File: config.mk
export PLATFORM = sky130hd
export DESIGN_NAME = fetch_stage
export DESIGN_NICKNAME = d
export VERILOG_FILES = /design/src/rtl/fetch_stage.sv
export SDC_FILE = /design/constraint.sdc
export NUM_CORES = 1
export LEC_CHECK = 0
export CELL_PAD_IN_SITES_DETAIL_PLACEMENT = 1
export CELL_PAD_IN_SITES_GLOBAL_PLACEMENT = 2
export CORE_MARGIN = 10
export CORE_UTILIZATION = 25
export DETAILED_ROUTE_END_ITERATION = 6
export PLACE_DENSITY = 0.88
export SYNTH_ARGS = -nofsm -noshare
export SYNTH_HDL_FRONTEND = slang
export SYNTH_SLANG_ARGS = --single-unit
File: constraint.sdc
create_clock -name clk -period 2.3 [get_ports clk]
set_input_delay 0.46 -clock clk [delete_from_list [all_inputs] [get_ports clk]]
set_output_delay 0.46 -clock clk [all_outputs]
set_load 0.01 [all_outputs]
File: src/rtl/fetch_stage.sv
// MIPS instruction-fetch stage: PC register, next-PC selection with redirects,
// IF/ID pipeline register, retired-fetch counter and sticky misaligned flag.
module fetch_stage #(
  parameter logic [31:0] RESET_PC = 32'h0000_0004,
  parameter int          PC_STEP  = 4
) (
  input  logic        clk,
  input  logic        reset,
  input  logic        stall,
  input  logic        flush,
  input  logic        branch_taken,
  input  logic [31:0] branch_target,
  input  logic        jump,
  input  logic [31:0] jump_target,
  input  logic [31:0] instruction,
  output logic [31:0] pc_out,
  output logic [31:0] ifid_instr,
  output logic [31:0] ifid_pc_plus4,
  output logic        ifid_valid,
  output logic [31:0] fetch_count,
  output logic        misaligned
);

  localparam logic [31:0] STEP = 32'(PC_STEP);

  logic        redirect;
  logic [31:0] target;
  logic [31:0] pc_seq;
  logic        load_valid;

  // Jump outranks branch when both arrive in the same cycle.
  assign redirect   = jump | branch_taken;
  assign target     = jump ? jump_target : branch_target;
  assign pc_seq     = pc_out + STEP;
  assign load_valid = !redirect && !flush && !stall;

  always_ff @(posedge clk) begin
    if (reset) begin
      pc_out <= RESET_PC;
    end else if (redirect) begin
      pc_out <= {target[31:2], 2'b00};
    end else if (!stall) begin
      pc_out <= pc_seq;
    end
  end

  // Redirect/flush bubble the IF/ID register even while stalled.
  always_ff @(posedge clk) begin
    if (reset || redirect || flush) begin
      ifid_instr    <= '0;
      ifid_pc_plus4 <= '0;
      ifid_valid    <= 1'b0;
    end else if (!stall) begin
      ifid_instr    <= instruction;
      ifid_pc_plus4 <= pc_seq;
      ifid_valid    <= 1'b1;
    end
  end

  always_ff @(posedge clk) begin
    if (reset) begin
      fetch_count <= '0;
      misaligned  <= 1'b0;
    end else begin
      if (load_valid)
        fetch_count <= fetch_count + 32'd1;
      if (redirect && (target[1:0] != 2'b00))
        misaligned <= 1'b1;
    end
  end

endmodule

Yosys cells after proc, flatten, opt, wreduce, memory -nomap -nowiden

Index checks and enable logic that the tools add are counted.

Word-level logic and storage cells: 24
Register bits after elaboration: 130

$add $sub $neg: 2
Equal/unequal tests: 1
Muxes and demuxes: 3
Bitwise gates (word level): 1
Reduce and logical (&&, ||, !) cells: 10

Operators by type and width:

| cell                                                             | count |
|---|---|
| 32-bit 2-to-1 mux                                                | 3 |
| 32-bit by 1-bit adder with 32-bit output (second input constant) | 1 |
| 32-bit by 3-bit adder with 32-bit output (second input constant) | 1 |
| 1-bit logical AND                                                | 3 |
| 1-bit zero test                                                  | 3 |
| 1-bit logical OR                                                 | 2 |
| 2-bit by 1-bit != test with 1-bit output (second input constant) | 1 |
| 2-bit nonzero test                                               | 1 |
| 2-bit OR reduction                                               | 1 |
| 1-bit OR                                                         | 1 |

Depth between registers and ports, before layout

Depth after elaboration: 4
Mapped depth: 8
Mapped depth without buffers: 6

Least setup slack after synthesis

Ideal clock, no wire load.

Kind: input port to flip-flop
Start point: input branch_taken
End point: register fetch_count[12]
Stages on the path: 7
Slack: 0.184 ns
Path buffers: 2
Arrival: 1.989 ns
Required time: 2.172 ns
Path through: clkbuf_2 -> or2_2 -> clkbuf_1 -> nor4_1 -> nand4_1 -> xor2_1 -> nor2_1

Word-level cells in the longest chain between the ends: 4

Ends and longest elaborated chain:

| what                            | line | text |
|---|---|---|
| from (decl)                     | 11   | `input logic branch_taken,` |
| 1-bit OR                        | 32   | `assign redirect = jump \| branch_taken;` |
| 1-bit zero test                 | 35   | `assign load_valid = !redirect && !flush && !stall;` |
| 1-bit logical AND (2 in series) | 35   |  |
| to (signal assigned)            | 66   | `fetch_count <= fetch_count + 32'd1;` |
| to (decl)                       | 20   | `output logic [31:0] fetch_count,` |

Every way passes these cells.
A chain may end at the register's enable or synchronous reset.

Worst setup path after layout

Start point: register pc_out[16]
End point: register pc_out[26]

Word-level cells in the longest chain between the ends: 3

Ends and longest elaborated chain:

| what                                     | line | text |
|---|---|---|
| from (decl)                              | 16   | `output logic [31:0] pc_out,` |
| from (signal assigned)                   | 41   | `pc_out <= {target[31:2], 2'b00};` |
| from (signal assigned)                   | 43   | `pc_out <= pc_seq;` |
| 32-bit by 3-bit adder with 32-bit output | 34   | `assign pc_seq = pc_out + STEP;` |
| 32-bit 2-to-1 mux                        | 42   | `end else if (!stall) begin` |
| 32-bit 2-to-1 mux                        | 40   | `end else if (redirect) begin` |

Every way passes these cells. The select of a mux whose other input is x is not followed.

==> run summary <==
• completed — status
• 7 — Critical Path Fanout Max
• 0.00614 mm2 — Cell Area, Synth
• 20.1 um — WL per Instance
• built — CTS tree
• 0.0136 ns — final clock skew
• 2.65 ns — Worst EP required
• 0.524 ns — transition time at the pin with the least slew margin
• 177 um — Die Y
• 2,839 — total of fill cells in the finished design
• 57 — number of placement rows
• 4 — H-Tree Level Count
• dfxtp_1 41%, mux2i_1 7.0%, nor2_1 6.5% — most area-consuming cells after synthesis
• 8.41 um2 — mean instance size in the synthesized netlist
• dfxtp_1 — Primary FF master, synth
• 0 — post-route DRC violation count
• 0 — post-route antenna net violation count
• 0 — total of cells resized after clock tree synthesis
• 61 — number of distinct library cells after synthesis
• nand4_1, nor4_2, nand4_1, or4b_1, nand3_1 — CP Cell Sequence
• flop to flop — classification of the worst setup path
• 0.43 ns — clock network latency to the later pin of the worst-skew pair
• 26,600 um — wire length reported by the detailed router
• 593 mW/mm2 — ratio of total power to cell area
• 0 — number of buffers added to fix hold violations after cts
• 5 — Detailed Routing Iterations Pass 1
• 0.914 — period utilization
• 1,325 — number of standard cells in the layout, taps in and fillers out
• 0 — Final Hold Vio Count
• simple AND/OR/NAND/NOR gates — Top Family by Delay on Critical Path
• 126 x dfxtp_1, 106 x nor2_1, 49 x a21oi_1 — Post-synth top cells
• 0 — Maximum Capacitance Violations
• 0.411 — sequential share of the synthesized area
• 2.46 ns — Worst Path Arrival
• 126 — sinks on the clock net
• 1,292 — placed insts
• 0.253 — effective utilization at floorplan
• 1,091 — Total Nets Final
• 0.387 mV — peak ir drop on the vdd network
• 0.647 — Worst slew margin
• 2 — number of buffers between clock root and the deepest sink
• 0.849 — Final Wtd Congestion
• flop — kind of start point of the critical path
• 57.9% — Area Growth Syn to Fin
• no — unrepaired setup endpoints after global routing
• 0.198 ns — post-layout worst setup margin
• dfxtp_1 — most instantiated library cell after synthesis
• 227 — Port-buffer cells
• 731 — Cells after Synth
• pc_out[16]$_SDFFE_PP0P_ — r2r startpoint
• 126 — synthesized flop and latch total
• 0.400 — end-of-flow core utilization
• 0.00358 uW — Static Leak
• 0.00970 mm2 — post-route cell area
• 0 — Yosys warning count
• 0 — ys async rst share
• primary input to flop — HP Class
• 0 — total congestion overflow after global routing
• 0 — Final Slew Violations
• 0.00914 mm2 — placement-stage cell area
• 0 — buffers inserted during post-CTS setup optimization
• 20,500 um — half-perimeter wire length after placement
• 0.06 ns — clock input transition at the sequential cells of the worst setup and hold paths
• nand4_1 — Most common cell on crit path
• 177 um — die boundary width
• 0.115 — layout cell share with drive strength beyond 1
• 6,376 — routed vias
• 232 — ports placed on the boundary
• 0.166 — total track usage
• 0.0242 mm2 — Core Box Area
• 1 — number of antenna violations at the first check in global routing
• dfxtp_1 — top cell type by total area after synthesis
• or4b_1 — Slowest-stage cell, CP
• 2.10 ns — crit path time final
• 0.56 ns — worst stage delay on the critical path
• 40,600 um — wire length of the first global-routing pass
• 57 — pin count of the biggest net entering global routing
• reset — startpoint of the most critical hold path
• 4.81 — average via count per standard cell
• 0.476 GHz — top achievable clock speed
• pc_out[16]$_SDFFE_PP0P_ — worst setup path startpoint
• -0.0330 ns — post-place setup slack
• clkbuf_16 — cell at the root of the clock tree
• 6,729 — via count of the first global-routing pass
• 0 — critical path buffer and inverter count
• 0.0312 mm2 — total die area
• 0.411 — area share of the leading cell type in the synthesized netlist
• 0 — total setup violations reported at the end of the flow
• 0.413 ns — Hold Slack
• 0 — count of flip-flops with a built-in enable after synthesis
• 301 — number of design-rule violations left by the first detailed-router iteration
• 17 — number of CTS-inserted buffers
• flop — endpoint kind of the worst setup timing path
==> metal layers <==
layer | vias up | GRT usage | part of all wire
met5 | - | 0 | 0
met4 | 0 | 0.0427 | 0.0092
met2 | 156 | 0.292 | 0.51
met3 | 13 | 0.0561 | 0.074
li1 | 3123 | - | -
met1 | 3084 | 0.189 | 0.41
==> report_power, final <==
part	total, uW	internal [uW]	leakage [uW]	switching [uW]
registers	2310	2240	0.00102	69.6
clock network	2570	1420	0.000259	1150
logic	871	465	0.00229	406
total	5750	4120	0.00358	1630
==> stage by stage <==
| step | power [uW] | TNS, ns |
|---|---|---|
| 3_5_place_dp | 3230 | -0.0781 |
| 5_1_grt | 6010 | 0 |
| 6_report | 5750 | 0 |
| 4_1_cts | 5820 | 0 |
| 3_3_place_gp | 3220 | -0.00101 |
| 2_1_floorplan | 2720 | 0 |
==> worst paths after layout <==
path | to | depth (start not counted) | slack, ns
setup / recovery | pc_out[26]$_SDFFE_PP0P_ | 5 | 0.20
hold / removal | pc_out[11]$_SDFFE_PP0P_ | 2 | 0.41
setup reg to reg | pc_out[26]$_SDFFE_PP0P_ | 5 | 0.20
hold reg to reg | ifid_pc_plus4[3]$_SDFFE_PP0N_ | 2 | 0.47
==> state kept, by name, indices dropped and copies added (netlist names) <==
name and count:
fetch_count 32, ifid_instr 32, ifid_pc_plus4 30, ifid_valid 1
misaligned 1, pc_out 30
==> layout by cell type, fill, tap and decap left out, drive strengths merged, types with 21 or more instances in the layout <==
cell type	instances
clkdlybuf4s50	225
dfxtp	126
nor2	106
buf	67
a21oi	50
mux2i	43
o21ai	40
nand2	37
xnor2	30
nand4	30
xor2	28
nand3	26
inv	21
==> final cells by class <==
type                       instances  area, um2  share of cell area
multi-input combinational        537       3350               0.346
timing repair buffer             292       2820               0.290
sequential                       126       2520               0.260
clock buffer                      18        429              0.0442
tap                              324        405              0.0418
clock inverter                    14        123              0.0126
inverter                          13       48.8             0.00503
antenna                            1       2.50            0.000258
==> cell families (layout without fill, tap and decap cells) <==
logic type	after synthesis	count (layout)	share of synthesized area
AO/OA/AOI/OAI	153	153	0.154
XOR/XNOR	58	58	0.0827
adder cells (fa/ha/maj)	2	2	0.00407
buffers and inverters	71	337	0.0470
flip-flops	126	126	0.411
multiplexers	44	44	0.0719
other	1	5	0.000610
AND/OR/NAND/NOR	276	276	0.229
(Power assumes the default switching activity.)
